--- config.mk ---
export PLATFORM = sky130hd
export DESIGN_NAME = imem_loader
export DESIGN_NICKNAME = d
export VERILOG_FILES = /design/src/rtl/imem_pkg.sv /design/src/rtl/Cla64bit.sv /design/src/rtl/imem_loader.sv
export SDC_FILE = /design/constraint.sdc
export NUM_CORES = 1
export LEC_CHECK = 0
export CORE_MARGIN = 3
export CORE_UTILIZATION = 54
export DETAILED_ROUTE_END_ITERATION = 6
export PLACE_DENSITY_LB_ADDON = 0.12
export SETUP_SLACK_MARGIN = 0.05
export SKIP_CTS_REPAIR_TIMING = 1
export SLEW_MARGIN = 20
export SYNTH_ARGS = -nofsm -noshare
export SYNTH_HDL_FRONTEND = slang
export SYNTH_SLANG_ARGS = --single-unit
--- constraint.sdc ---
create_clock -name clk -period 4.7 [get_ports clk]
set_input_delay 0.47 -clock clk [delete_from_list [all_inputs] [get_ports clk]]
set_output_delay 0.47 -clock clk [all_outputs]
set_load 0.005 [all_outputs]
--- src/rtl/imem_pkg.sv ---
// Shared definitions for the instruction-memory loader: FSM encoding, word
// geometry and the default load base address.
package imem_pkg;

  typedef enum logic [1:0] {
    S_IDLE   = 2'd0,
    S_ACCEPT = 2'd1,
    S_WRITE  = 2'd2,
    S_FIN    = 2'd3
  } state_t;

  localparam int unsigned BYTES_PER_WORD = 4;
  localparam int unsigned LANE_W         = 2;

  localparam logic [63:0] BASE_ADDR_DEFAULT = 64'd0;

endpackage

--- src/rtl/Cla64bit.sv ---
// 64-bit carry-lookahead adder: 4-bit lookahead groups chained through
// group generate/propagate terms.
module Cla64bit (
  input  logic [63:0] a,
  input  logic [63:0] b,
  input  logic        cin,
  output logic [63:0] sum
);

  logic [63:0] g;
  logic [63:0] p;
  logic [63:0] c;

  always_comb begin
    logic carry;
    logic grp_g;
    logic grp_p;
    g     = a & b;
    p     = a ^ b;
    c     = '0;
    carry = cin;
    for (int k = 0; k < 16; k++) begin
      c[4*k]   = carry;
      c[4*k+1] = g[4*k] | (p[4*k] & carry);
      c[4*k+2] = g[4*k+1] | (p[4*k+1] & g[4*k]) | (p[4*k+1] & p[4*k] & carry);
      c[4*k+3] = g[4*k+2] | (p[4*k+2] & g[4*k+1]) | (p[4*k+2] & p[4*k+1] & g[4*k])
               | (p[4*k+2] & p[4*k+1] & p[4*k] & carry);
      grp_g = g[4*k+3] | (p[4*k+3] & g[4*k+2]) | (p[4*k+3] & p[4*k+2] & g[4*k+1])
            | (p[4*k+3] & p[4*k+2] & p[4*k+1] & g[4*k]);
      grp_p = &p[4*k +: 4];
      carry = grp_g | (grp_p & carry);
    end
    sum = p ^ c;
  end

endmodule

--- src/rtl/imem_loader.sv ---
// Streams 32-bit instruction words into a byte-wide instruction memory,
// little-endian, holding the core off fetch while a session is in progress.
//
//   state    | meaning
//   ---------+----------------------------------------------------------
//   S_IDLE   | no session; waits for start
//   S_ACCEPT | word_ready high; waits for a word
//   S_WRITE  | emits the latched word one byte per cycle, lanes 0..3
//   S_FIN    | one-cycle done pulse, then back to S_IDLE
module imem_loader
  import imem_pkg::*;
#(
  parameter int unsigned MEM_BYTES = 1024,
  parameter logic [63:0] BASE_ADDR = BASE_ADDR_DEFAULT
) (
  input  logic        clk,
  input  logic        rst_n,
  input  logic        start,
  input  logic        word_valid,
  input  logic [31:0] word_data,
  input  logic        word_last,
  output logic        word_ready,
  output logic        wr_en,
  output logic [63:0] wr_addr,
  output logic [7:0]  wr_byte,
  output logic        busy,
  output logic        done,
  output logic        overflow_err,
  output logic [8:0]  words_written
);

  localparam logic [63:0] END_ADDR = BASE_ADDR + 64'(MEM_BYTES);

  state_t            state_q;
  state_t            state_d;
  logic [63:0]       ptr_q;
  logic [63:0]       ptr_next;
  logic [63:0]       lane_addr;
  logic [31:0]       word_q;
  logic              last_q;
  logic [LANE_W-1:0] lane_q;
  logic [8:0]        count_q;
  logic              ovf_q;
  logic              last_lane;
  logic              mem_full;

  assign last_lane = (lane_q == LANE_W'(BYTES_PER_WORD - 1));
  assign ptr_next  = ptr_q + 64'(BYTES_PER_WORD);
  assign mem_full  = (ptr_next == END_ADDR);

  Cla64bit u_addr_add (
    .a   (ptr_q),
    .b   ({{(64-LANE_W){1'b0}}, lane_q}),
    .cin (1'b0),
    .sum (lane_addr)
  );

  always_ff @(posedge clk) begin
    if (!rst_n) state_q <= S_IDLE;
    else        state_q <= state_d;
  end

  always_comb begin
    state_d    = state_q;
    word_ready = 1'b0;
    wr_en      = 1'b0;
    busy       = 1'b1;
    done       = 1'b0;
    case (state_q)
      S_IDLE: begin
        busy = 1'b0;
        if (start) state_d = S_ACCEPT;
      end
      S_ACCEPT: begin
        word_ready = 1'b1;
        if (word_valid) state_d = S_WRITE;
      end
      S_WRITE: begin
        wr_en = 1'b1;
        if (last_lane) begin
          if (last_q || mem_full) state_d = S_FIN;
          else                    state_d = S_ACCEPT;
        end
      end
      S_FIN: begin
        done    = 1'b1;
        state_d = S_IDLE;
      end
      default: state_d = S_IDLE;
    endcase
  end

  // Address and data are forced to zero outside write cycles.
  assign wr_addr = wr_en ? lane_addr : 64'd0;
  assign wr_byte = wr_en ? word_q[{lane_q, 3'b000} +: 8] : 8'd0;

  always_ff @(posedge clk) begin
    if (!rst_n) begin
      ptr_q   <= BASE_ADDR;
      word_q  <= '0;
      last_q  <= 1'b0;
      lane_q  <= '0;
      count_q <= '0;
      ovf_q   <= 1'b0;
    end else begin
      case (state_q)
        S_IDLE: begin
          if (start) begin
            ptr_q   <= BASE_ADDR;
            count_q <= '0;
            ovf_q   <= 1'b0;
          end
        end
        S_ACCEPT: begin
          if (word_valid) begin
            word_q <= word_data;
            last_q <= word_last;
            lane_q <= '0;
          end
        end
        S_WRITE: begin
          lane_q <= lane_q + 1'b1;
          if (last_lane) begin
            ptr_q   <= ptr_next;
            count_q <= count_q + 9'd1;
            if (!last_q && mem_full) ovf_q <= 1'b1;
          end
        end
        default: ;
      endcase
    end
  end

  assign words_written = count_q;
  assign overflow_err  = ovf_q;

endmodule

After elaboration in Yosys (flattened, before gate mapping)
Cells that the tools add are included.
- register bits: 111
- latch bits: 0
- memory bits (writable): 0
- memory bits (read-only): 0
- input bits: 37
- output and inout port bits: 86
- memories kept: 0
- add/subtract/negate cells: 3
- multiply operators: 0
- div/mod/pow operators: 0
- $lt $le $gt $ge: 0
- equal/unequal tests: 9
- shift operators: 1
- mux-type cells: 23
- bitwise operators: 383
- reduce and logical (&&, ||, !) cells: 25
- operators with widths (cell ; count):
    AND 1 bit ; 228
    2-to-1 mux 64 bit ; 3
    bitwise OR 1 bit ; 152
    one-hot mux 64 bit (2 select lines) ; 1
    adder 64 x 3 -> 64 bit (second input constant) ; 1
    == test 64 x 11 -> 1 bit (second input constant) ; 1
    XOR 64 x 2 -> 64 bit ; 1
    XOR 64 bit ; 1
    AND 63 x 2 -> 63 bit ; 1
    AND reduction 4 bit ; 15
    indexed part select 32 x 6 -> 8 bit ; 1
    2-to-1 mux 9 bit ; 2
    one-hot mux 9 bit (2 select lines) ; 1
    2-to-1 mux 2 bit ; 5
    adder 9 x 1 -> 9 bit (second input constant) ; 1
    2-to-1 mux 8 bit ; 1
    != test 2 bit (second input constant) ; 4
    one-hot mux 2 bit (4 select lines) ; 1
    2-to-1 mux 1 bit ; 7
    == test 2 bit (second input constant) ; 3
    AND reduction 3 bit ; 2
    one-hot mux 2 bit (2 select lines) ; 1
    AND reduction 2 bit ; 2
    nonzero test 2 bit ; 2
    other kinds (7) ; 7

Depth between registers and ports, before layout
Gate-level depths: netlist of run 1.
- depth after elaboration: 37
- gate-level depth with buffers: 12
- mapped depth without buffers: 10

By module
From an unflattened synthesis of run 1, not the netlist that was laid out.
- cells, all modules: 1292
- area, all modules: 9844.4 um2
- by module, submodules not included (module ; instances ; cells each ; area an instance (um2) ; seq. area each (um2)):
    imem_loader ; 1 ; 958 ; 7100.6 ; 2182.1
    Cla64bit ; 1 ; 334 ; 2743.9 ; 0.0

Least setup slack after synthesis of run 1
No wires, ideal clock.
- path kind: reg2reg
- start: register ptr_q[17]
- end: register state_q[1]
- arrival time: 3.197 ns
- data required time: 4.623 ns
- setup slack: 1.426 ns
- cell stages (with the launch flop): 13
- buffers on the path: 3
- period minus slack after synthesis: 3.274 ns
- cells stage by stage: dfxtp_1 clkbuf_1 nand2_1 or2_1 clkbuf_1 or3_1 clkbuf_1 nor4_1 xnor2_1 nand4_1 or4_1 or4_4 a41oi_2
- word-level cells in the longest chain between the ends: 6
- RTL lines (element ; line ; RTL):
    from (decl) ; imem_loader.sv:36 ; logic [63:0] ptr_q;
    from (signal assigned) ; imem_loader.sv:124 ; ptr_q <= ptr_next;
    adder 64 x 3 -> 64 bit ; imem_loader.sv:48 ; assign ptr_next = ptr_q + 64'(BYTES_PER_WORD);
    == test 64 x 11 -> 1 bit ; imem_loader.sv:49 ; assign mem_full = (ptr_next == END_ADDR);
    logical OR 1 bit ; imem_loader.sv:81 ; if (last_q || mem_full) state_d = S_FIN;
    2-to-1 mux 2 bit ; imem_loader.sv:81 ;
    2-to-1 mux 2 bit ; imem_loader.sv:80 ; if (last_lane) begin
    one-hot mux 2 bit (4 select lines) ; imem_loader.sv:69 ; case (state_q)
    to (signal assigned) ; imem_loader.sv:60 ; else state_q <= state_d;
    to (decl) ; imem_loader.sv:34 ; state_t state_q;
No other way between the ends. The select of a mux whose other input is x is not followed.
A chain may end at the register's enable or synchronous reset.

Worst setup path after layout of run 1
- start: register ptr_q[9]
- end: register state_q[1]
Same word-level chain as after synthesis.

==> flow_metrics.py, run 1 <==
metrics = {
    "outcome": {
        "status": "completed",
    },
    "sta": {
        "tns_ns": 0,
        "slew-limit-headroom_pct": 39.5,
        "finalClockSkew_ns": 0.00782,
        "setup_viol": 0,
        "tightest_slew_ns": 0.907,
        "rsz0062_at_grt": "false",
        "fin_ws_ns": 1.04,
        "timing.fmax_mhz": 273,
        "fin_crit_ns": 3.66,
        "hold_violations": 0,
        "min_period_over_period_pct": 78.0,
        "maxSlewViolCount": 0,
    },
    "logic_synthesis": {
        "synth_top_family_by_area": "simple AND/OR/NAND/NOR gates",
        "ys_async_sr_fraction_pct": 0,
        "synthXorXnorAreaFrac_pct": 6.19,
        "yosys.area_share.simple_pct": 36.6,
        "synth_top_cell_by_area": "dfxtp_1",
        "ys_ff_latch": 109,
        "synth-compound-area-share_pct": 15.8,
        "netlist_area_um2": 7080,
        "synth_mux_area_share_pct": 3.11,
        "synth_top_area_share_pct": 30.8,
        "synthAdderAreaFrac_pct": 2.65,
        "synth_edf_count": 0,
        "synthFlopType": "dfxtp_1",
        "synthTopCellsByArea": "dfxtp_1, nand2_1, a21oi_1",
        "syn_area_per_cell_um2": 7.32,
        "seq_area_frac_synth_pct": 30.8,
        "synth_cell_types": 62,
        "yosys_warnings": 0,
        "synthCells": 967,
    },
    "worst_setup_path": {
        "crit_type": "flip-flop to flip-flop",
        "r2r_start": "ptr_q[9]",
        "crit_fanout": 12,
        "start_kind": "flip-flop",
        "cp-startpoint": "ptr_q[9]",
        "end_kind": "flip-flop",
        "crit_arrival_ns": 3.95,
        "cp.required_ns": 4.98,
    },
    "final_layout": {
        "final_nets": 1094,
        "final_cell_mix": "nand2_1, clkdlybuf4s50_1, dfxtp_1",
        "n_fill_cell": 1160,
        "syn_to_final_growth_pct": 22.0,
        "final_common_cell": "nand2_1",
        "drive_gt1_share_pct": 5.73,
        "stdcell_count": 1219,
        "antenna_cells": 0,
    },
    "clock_tree": {
        "clk_pin_slew_ns": 0.08,
        "cts_max_level": 3,
        "clockBufferDepth": 2,
        "worstSkewPairLatency_ns": 0.36,
        "clock-root-buffer": "clkbuf_16",
        "cts_buffers": 9,
        "clkSinkCount": 109,
        "cts_tree": "done",
    },
    "detailed_routing": {
        "via_per_inst": 5.98,
        "drc": 0,
        "antenna_left": 0,
        "routed_wl_mm": 21.2,
        "vias": 7295,
        "wire_per_inst_um": 17.4,
        "drt_iter0_markers": 727,
        "first_pass_iters": 5,
    },
    "power": {
        "power.density_nw_per_um2": 219,
        "p_leak_nw": 2.96,
        "power_mw": 1.89,
        "peakVddDrop_mv": 0.145,
    },
    "die": {
        "rows": 41,
        "die-area_um2": 14500,
        "fp.dieW_um": 121,
        "io_pins": 123,
        "core_um2": 12700,
        "die_height_um": 121,
        "start_util_pct": 55.6,
    },
    "flow_run": {
        "drv_cap": 0,
    },
    "global_route": {
        "grt_max_degree": 42,
        "grt_use_total_pct": 29.1,
        "grt_pass1_vias": 6929,
        "grt_pass1_wl_mm": 34.4,
        "antenna_found_initial": 0,
        "grt_overflow_total": 0,
    },
    "placed_design": {
        "gp_congestion": 1.01,
        "io_buffers": 122,
        "hpwlAfterDp_mm": 15.0,
        "dpl_worst_slack_ns": 1.11,
        "place_inst": 1203,
    },
    "worst_hold_path": {
        "hold_path_class": "flip-flop to flip-flop",
        "hold_start": "word_q[19]",
    },
}
==> cell families after synthesis <==
logic type	Yosys count
AO/OA/AOI/OAI	186
XOR/XNOR	50
adder cells (fa/ha/maj)	15
buffers and inverters	86
flip-flops	109
multiplexers	12
other	1
AND/OR/NAND/NOR	508
==> cell usage after synthesis (all sizes together), types with 2 or more instances <==
| library cell | count |
|---|---|
| nand2 | 151 |
| dfxtp | 109 |
| nor2 | 103 |
| a21oi | 90 |
| and2 | 67 |
| clkbuf | 65 |
| o21ai | 42 |
| nor3 | 37 |
| nand4 | 36 |
| xnor2 | 30 |
| nand3 | 27 |
| and3 | 24 |
| xor2 | 20 |
| ha | 15 |
| nor4 | 15 |
| buf | 13 |
| or3 | 13 |
| a311oi | 9 |
| mux4 | 8 |
| or2 | 8 |
| a211oi | 7 |
| a22oi | 7 |
| a31oi | 7 |
| and4 | 7 |
| or4 | 7 |
| inv | 6 |
| mux2i | 4 |
| nand2b | 4 |
| o211a | 4 |
| nor2b | 3 |
| nor3b | 3 |
| o211ai | 3 |
| o22ai | 3 |
| o31a | 3 |
| a2111oi | 2 |
| a31o | 2 |
| a41oi | 2 |
| clkinv | 2 |
==> worst max-delay path, stage by stage, from the launching register on <==
cell and delay [ns]:
dfxtp_1 0.57, nand4_1 0.33, nor4_4 0.57, nand3_1 0.32, nor3_1 0.49, mux2i_1 0.25, nand2_1 0.07, a2111o_1 0.35
or4_4 0.44, a41oi_2 0.19
==> flip-flops by register name, summed over array words and instances, names as in the netlist <==
register,flops
ptr_q,62
word_q,32
words_written,9
lane_q,2
state_q,2
last_q,1
overflow_err,1
==> cell type report <==
class                      instances  area [µm²]  area share (%)
clock buffer                      11         243            2.81
clock inverter                     5        66.3           0.768
inverter                           8        30.0           0.348
multi-input combinational        782        4600            53.3
sequential                       109        2180            25.3
tap                              172         215            2.49
timing repair buffer             132        1300            15.0
==> power by group <==
group | total (mW) | internal [mW] | switching (mW)
logic | 0.150 | 0.0641 | 0.0861
clock network | 0.799 | 0.435 | 0.364
registers | 0.944 | 0.935 | 0.00955
==> metal layers <==
metal / up-vias / share of wire, % / routed length [µm] / GRT usage (%)
met3: 61 / 7.5 / 1580 / 4.35
met4: 0 / 3.7 / 788 / 13.7
met1: 3374 / 44 / 9420 / 39.2
li1: 3527 / - / - / -
met2: 333 / 44 / 9400 / 45.9
met5: - / 0 / 0 / 0
==> per-stage QoR <==
step / hold WS, ns / cell area [µm²] / util [%]
floorplan: 0.433 / 7120 / -
global placement: 0.440 / 8330 / 65.4
detailed placement: 0.447 / 8330 / 65.4
CTS: 0.457 / 8630 / 67.9
global route: 0.474 / 8640 / 67.9
finish: 0.456 / 8640 / 67.9
==> path summary, 6_finish.rpt <==
path                      to  slack [ns]  depth (start not counted)
hold / removal    word_q[19]        0.46                          2
setup reg to reg  state_q[1]        1.04                          9
setup / recovery  state_q[1]        1.04                          9
hold reg to reg   word_q[19]        0.46                          2
(Power assumes the default switching activity.)
==> run 2, diff against run 1 <==
Clock period 4.7 ns to 3.8 ns, I/O delays scaled along.
==> flow_metrics.py, run 2 (synthesis gave the netlist of run 1 again) <==
metrics = {
    "outcome": {
        "status": "completed",
    },
    "clock_tree": {
        "worstSkewPairLatency_ns": 0.37,
        "cts_tree": "done",
        "clk_pin_slew_ns": 0.08,
        "cts_buffers": 9,
        "clkSinkCount": 109,
        "cts_max_level": 3,
        "clock-root-buffer": "clkbuf_16",
        "clockBufferDepth": 2,
    },
    "global_route": {
        "grt_overflow_total": 0,
        "grt_max_degree": 64,
        "grt_pass1_wl_mm": 34.0,
        "grt_use_total_pct": 28.9,
        "antenna_found_initial": 0,
        "grt_pass1_vias": 6651,
    },
    "final_layout": {
        "antenna_cells": 0,
        "syn_to_final_growth_pct": 23.8,
        "final_cell_mix": "nand2_1, clkdlybuf4s50_1, dfxtp_1",
        "final_nets": 1112,
        "drive_gt1_share_pct": 7.23,
        "n_fill_cell": 1159,
        "largest_register": "ptr_q",
        "largest_reg_flops": 62,
        "final_common_cell": "nand2_1",
    },
    "sta": {
        "maxSlewViolCount": 0,
        "fin_ws_ns": 0.254,
        "slew-limit-headroom_pct": 52.2,
        "rsz0062_at_grt": "false",
        "timing.fmax_mhz": 282,
        "finalClockSkew_ns": 0.0105,
        "hold_violations": 0,
        "fin_crit_ns": 3.55,
        "min_period_over_period_pct": 93.3,
        "tns_ns": 0,
        "setup_viol": 0,
        "tightest_slew_ns": 0.717,
    },
    "placed_design": {
        "io_buffers": 122,
        "gp_congestion": 0.952,
        "hpwlAfterDp_mm": 14.6,
        "dpl_worst_slack_ns": 0.332,
    },
    "detailed_routing": {
        "first_pass_iters": 7,
        "drc": 0,
        "routed_wl_mm": 21.2,
        "drt_iter0_markers": 864,
        "antenna_left": 0,
        "vias": 7365,
        "via_per_inst": 5.95,
        "wire_per_inst_um": 17.1,
    },
    "worst_setup_path": {
        "end_kind": "flip-flop",
        "crit_arrival_ns": 3.84,
        "crit_type": "flip-flop to flip-flop",
        "cp.required_ns": 4.09,
        "start_kind": "flip-flop",
        "crit_fanout": 6,
    },
    "die": {
        "die-area_um2": 14500,
        "start_util_pct": 55.6,
        "core_um2": 12700,
        "io_pins": 123,
        "fp.dieW_um": 121,
        "die_height_um": 121,
        "rows": 41,
    },
    "flow_run": {
        "drv_cap": 0,
    },
    "power": {
        "power.density_nw_per_um2": 263,
        "p_leak_nw": 3.06,
        "peakVddDrop_mv": 0.204,
    },
    "worst_hold_path": {
        "hold_path_class": "flip-flop to flip-flop",
    },
}
[run 2: path summary, 6_finish.rpt]
check | start | to | slack [ns] | cells after the start
setup / recovery | ptr_q[2] | state_q[1] | 0.25 | 10
hold / removal | word_q[26] | word_q[26] | 0.46 | 2
setup reg to reg | ptr_q[2] | state_q[1] | 0.25 | 10
hold reg to reg | word_q[26] | word_q[26] | 0.46 | 2
[run 2: final cells by class]
cell class | count | area (µm²) | share of cell area (%)
well taps | 172 | 215 | 2.46
repair buffers | 150 | 1440 | 16.5
clock buffers | 10 | 239 | 2.73
flip-flops and latches | 109 | 2180 | 24.9
clock inverters | 6 | 51.3 | 0.585
inverters | 8 | 30.0 | 0.343
multi-input cells | 782 | 4600 | 52.5
[run 2: where the power goes]
part	switching, mW	internal [mW]	total [mW]
registers	0.00875	1.16	1.16
logic	0.111	0.0813	0.193
clock network	0.475	0.476	0.951
[run 2: through the flow]
step,hold slack [ns],power [mW],instance area (µm²),instances,util [%]
finish,0.457,2.31,8760,1237,68.9
global route,0.470,2.39,8760,1237,68.9
CTS,0.458,2.32,8760,1237,68.9
detailed placement,0.447,1.38,8470,1221,66.6
global placement,0.441,1.38,8470,1221,66.6
floorplan,0.433,1.29,7120,977,-
[run 2: critical path, cell delays in order (launching register included)]
cell and delay, ns:
dfxtp_1 0.47, ha_1 0.28, nand3_2 0.16, nor4_4 0.35
nand2_2 0.13, or4_4 0.47, or2_4 0.29, a2111oi_4 0.36
nand4_1 0.18, or4_4 0.58, a41oi_2 0.19
[run 2: per-layer routing]
metal,up-vias,wire length [µm],track usage [%]
met1,3431,9350,39.5
met5,-,0,0
met4,0,461,8.64
met2,320,9700,45.5
met3,41,1690,6.69
li1,3573,-,-
==> patch 1 (settings of run 1) <==
The parameter `MEM_BYTES` goes from 1024 to 768.
--- a/src/rtl/imem_loader.sv
+++ b/src/rtl/imem_loader.sv
@@ -12,3 +12,3 @@
 #(
-  parameter int unsigned MEM_BYTES = 1024,
+  parameter int unsigned MEM_BYTES = 768,
   parameter logic [63:0] BASE_ADDR = BASE_ADDR_DEFAULT
Formal check against the unedited RTL: same outputs for any inputs over 10 cycles, from zero or initial values and one cycle with rst_n low; that may be too few to reach the edited logic, so the function may still have changed.
==> patch 1 against run 1 <==
Via count down 0.96%. Area after synthesis up 0.62%. Sequential cell count unchanged. Total power down 1.6%. Maximum frequency down 4.5%. Largest power group unchanged. Design area up 0.16%. Clock skew down 0.0019 ns. Setup slack worse by 0.17 ns. Routed wire length down 3.1%.
==> patch 1: results (changes against run 1) <==
* Status: completed
* Arr. time, crit path at 4.12 ns (+0.17 ns)
* Number of placed instances, taps included at 1204 (+0.083%)
* Largest net degree at the start of global routing at 42 (unchanged)
* IO buf count at 122 (unchanged)
* H-tree depth at 3 (unchanged)
* CTS root buf: clkbuf_16
* Reg2reg start: ptr_q[2]
* Lkg Pwr at 2.917 nW (-1.4%)
* Post-DP HPWL at 14.37 mm (-3.9%)
* Pre-Repair DR Iteration Count at 5 (unchanged)
* Post-Place Worst Slack at 0.9050 ns (-0.2001 ns)
* WL final at 20.53 mm (-3.1%)
* CP startpoint: ptr_q[2]
* # nets final at 1095 (+0.091%)
* CTS buffer count at 9 (unchanged)
* Clock Latency Late Sink at 0.36 ns (about the same)
* Top reg by flops: ptr_q
* Critical path peak fanout at 10 (-2)
* Vias per cell at 5.922 (-1.0%)
* Hold Crit Class: flop to flop
* Top cells by count, synth: 146 x nand2_1, 109 x dfxtp_1, 106 x nor2_1
* Unique cell type count in the Yosys netlist at 61 (-1.6%)
* Gr usage total at 0.2803 (-0.01065)
* Main area contributors after synthesis: dfxtp_1 31%, nand2_1 7.7%, a21oi_1 6.3%
* Max-Cap Viols at 0 (unchanged)
* Share of layout cells above drive strength 1 at 0.05916 (+0.001854)
* CP Class: flop to flop
* First-pass GRT wire length at 33.53 mm (-2.7%)
* R2R cell count at 10 (+1)
* Vias in the first global route at 6448 (-6.9%)
* Max reg flops at 62 (unchanged)
* Clock-pin transition on the worst setup and hold timing paths at 0.08 ns (about the same)
* Worst Clk Skew at 0.005969 ns (-0.001851 ns)
* Drt wl/cell at 16.83 um (-3.2%)
* Initial antenna violation count at 0 (unchanged)
* Avg Inst Size Synth at 7.321 um2 (about the same)
* FFs w/ async S/R, synth at 0 (unchanged)
* Post-route clock period utilization at 0.8164 (+0.03669)
* Main synth FF type: dfxtp_1
* Relative slew slack at 0.2675 (-0.1278)
* Reg-to-Reg End: state_q[1]
* Fillers at 1113 (-4.1%)
* Initial drt markers at 654 (-10%)
* Register area share after synthesis at 0.3063 (-0.001895)
* FF-to-FF setup slack at 0.86 ns (-0.17 ns)
* Final GP Congestion at 0.9338 (-7.9%)
* Max IR drop VDD at 0.0001825 V (+26%)
* Number of diodes at 0 (unchanged)
* Max Root-Sink Buffers at 2 (unchanged)
* Ys Warns at 0 (unchanged)
[patch 1: cell types whose count changed in the layout (fill, tap and decap cells not counted), moves of 6 or more]
cell and change:
a311oi_1 +8, nand3_1 +10, nand4_1 -10, or3_1 -7, nor3_1 -7, buf_4 +6
nor4_1 +8
[patch 1: worst min-delay path by stage]
| stage | start | end | cells past startpoint |
|---|---|---|---|
| 4_1_cts | word_q[17] | word_q[17] | 2 |
| 6_report | word_q[23] | word_q[23] | 2 |
| 3_5_place_dp | word_q[17] | word_q[17] | 2 |
| 3_3_place_gp | word_q[23] | word_q[23] | 2 |
| 2_1_floorplan | word_q[16] | word_q[16] | 2 |
| 5_1_grt | word_q[17] | word_q[17] | 2 |
[patch 1: layout make-up]
cell class / count / area share
inverters: 7 / 0.003037
repair buffers: 138 / 0.1550
clock inverters: 6 / 0.005930
flip-flops and latches: 109 / 0.2522
clock buffers: 10 / 0.02763
well taps: 172 / 0.02488
multi-input cells: 778 / 0.5312
[patch 1: critical path: stages (launching register included)]
cell       delay [ns]
dfxtp_1          0.56
ha_1             0.29
nand3_2          0.14
or4_1            0.73
and4bb_2         0.42
nand4_1          0.13
xnor2_1          0.17
or4_4            0.56
a2111oi_4        0.34
nand4_2          0.19
a41oi_2          0.24
[patch 1: per-layer routing]
layer	part of all wire	up-vias	GRT usage
met2	0.45	315	0.4415
li1	-	3566	-
met4	0.013	0	0.06870
met1	0.46	3318	0.3974
met5	0	-	0
met3	0.075	26	0.05268
[patch 1: cell families after synthesis]
logic type                 share of synthesized area
AOI/OAI and AO/OA                             0.1730
and+or+nand+nor                               0.3531
buffers and inverters                        0.05445
adders and majority gates                    0.02635
DFF                                           0.3063
xor gates and xnor gates                     0.05656
muxes                                        0.02969
other                                      0.0005265
[patch 1: per-stage QoR]
step,cell area (um2),hold slack (ns)
after floorplan,7161,0.4331
after global placement,8358,0.4410
after detailed placement,8358,0.4449
after CTS,8648,0.4555
after global routing,8651,0.4709
final,8651,0.4548
[patch 1: power breakdown]
group | internal, mW | leakage, nW | switching (mW)
combinational | 0.0656 | 1.89 | 0.0874
sequential | 0.935 | 0.880 | 0.00711
clock | 0.385 | 0.146 | 0.384
==> patch 2 (config.mk and constraints of run 1) <==
Made on the original files. Re-encode `state_t` (4 states) as one-hot, 4 bits wide.
--- a/src/rtl/imem_pkg.sv
+++ b/src/rtl/imem_pkg.sv
@@ -4,7 +4,7 @@
 
-  typedef enum logic [1:0] {
-    S_IDLE   = 2'd0,
-    S_ACCEPT = 2'd1,
-    S_WRITE  = 2'd2,
-    S_FIN    = 2'd3
+  typedef enum logic [3:0] {
+    S_IDLE   = 4'b0001,
+    S_ACCEPT = 4'b0010,
+    S_WRITE  = 4'b0100,
+    S_FIN    = 4'b1000
   } state_t;
Formal check against the unedited RTL: no difference found for any inputs over 10 cycles, from zero or initial values and one cycle with rst_n low; not proved beyond that.
==> patch 2 against run 1 <==
Combinational power decreased by 6%. Highest routed layer unchanged. Maximum frequency decreased by 2.2%. Design area increased by 3.7%. Critical path depth decreased by 1. Setup slack got worse by 0.081 ns. Global-route usage decreased by 1.9 points. Routed wire length decreased by 3.5%. Area after synthesis increased by 4.6%. Clock skew increased by 0.0026 ns. Total power decreased by 0.88%. Largest cell class unchanged. Sequential cell count increased by 2. Utilization decreased by 0.79 points. Critical path type unchanged.
==> patch 2: results (changes against run 1) <==
* Status: completed
* Clock buf count at 9 (-2)
* Slowest cell on the critical path: a2111oi_0
* Post-Place Worst Slack at 1.177 ns (+0.07183 ns)
* Register area share after synthesis at 0.3000 (-0.008236)
* Synth Area in Adders at 0.03209 (+0.005583)
* WL met1 at 9.173 mm (-2.6%)
* Area Overhead vs Synth at 20.91%
* Main area contributors after synthesis: dfxtp_1 30%, nand2_1 7.2%, and2_1 5.5%
* Met1 GRT Util at 0.3791 (-0.01312)
* Cell Count, Final, Fillers Out at 1238 (+1.6%)
* Met2 usage at 0.4281 (-0.03117)
* # nets final at 1113 (+1.7%)
* Netlist Area Pre-Place at 7407 um2 (+4.6%)
* Register area at 2222 um2 (+1.8%)
* Gr usage total at 0.2718 (-0.01914)
* Met3 Use GR at 0.04117 (-0.002328)
* Top cells by count, synth: 142 x nand2_1, 111 x dfxtp_1, 68 x nor2_1
* Largest net degree at the start of global routing at 80 (+90%)
* Non-Clock Inverter Count at 12 (+4)
* Initial drt markers at 814 (+12%)
* Relative slew slack at 0.3473 (-0.04795)
* Unique cell type count in the Yosys netlist at 66 (+6.5%)
* Post-DP HPWL at 14.12 mm (-5.6%)
* Clk cell area share at 0.03339 (-0.002392)
* Vias per cell at 5.905 (-1.3%)
* Clock-pin transition on the worst setup and hold timing paths at 0.08 ns (about the same)
* Yosys reg bits at 111 (+1.8%)
* Multi-Input Combinational at 791 (+1.2%)
* Post-DP Area at 8655 um2 (+4.0%)
* Post-synthesis mux area share at 0.02855 (-0.002559)
* Drt wl/cell at 16.51 um (-5.0%)
* First-pass GRT wire length at 33.22 mm (-3.6%)
* Fillers at 1182 (+1.9%)
* Compound-Gate Fraction of Synth Area at 0.1701 (+0.01209)
* Critical path peak fanout at 10 (-2)
* Vias in the first global route at 6673 (-3.7%)
* DR WL met2 at 9.288 mm (-1.1%)
* Bufs w/o clock at 132 (unchanged)
* Buffering overhead at 0.1442 (-0.005905)
* Lkg Pwr at 3.022 nW (+2.2%)
* Initial antenna violation count at 0 (unchanged)
* Synth Area in XOR/XNOR at 0.06622 (+0.004357)
* Worst Clk Skew at 0.01045 ns (+0.002629 ns)
* Arr. time, crit path at 4.05 ns (+0.10 ns)
* Critical Path Max Stage Delay at 0.67 ns (+0.10 ns)
* Post-Synthesis Cells at 981 (+1.4%)
* Final GP Congestion at 0.9910 (-2.2%)
* Clock Latency Late Sink at 0.36 ns (about the same)
* Share of layout cells above drive strength 1 at 0.04991 (-0.007401)
* Multi-input gate share of total cell area at 0.5447 (+0.01160)
* Max IR drop VDD at 0.0001886 V (+30%)
* Met3 Wirelength at 1.525 mm (-3.6%)
==> patch 2: cell types whose count changed after synthesis, sizes merged, moves of 7 or more <==
cell / change
and3: -12
nand3: +8
a21oi: -50
nor2: -34
buf: +7
nand2: -9
o21a: +10
a311oi: -7
o21ai: +7
a21boi: +51
nor2b: +26
nor4: +9
xnor2: +8
==> patch 2: final timing paths <==
check / cells past startpoint / to / slack [ns] / startpoint
setup / recovery: 8 / state_q[3] / 0.95 / ptr_q[2]
hold / removal: 2 / word_q[21] / 0.46 / word_q[21]
setup reg to reg: 8 / state_q[3] / 0.95 / ptr_q[2]
hold reg to reg: 2 / word_q[21] / 0.46 / word_q[21]
==> patch 2: report_power, final <==
part / total, mW / switching [mW] / internal [mW]
Clock: 0.781 / 0.402 / 0.379
Sequential: 0.955 / 0.00739 / 0.948
Combinational: 0.141 / 0.0776 / 0.0629
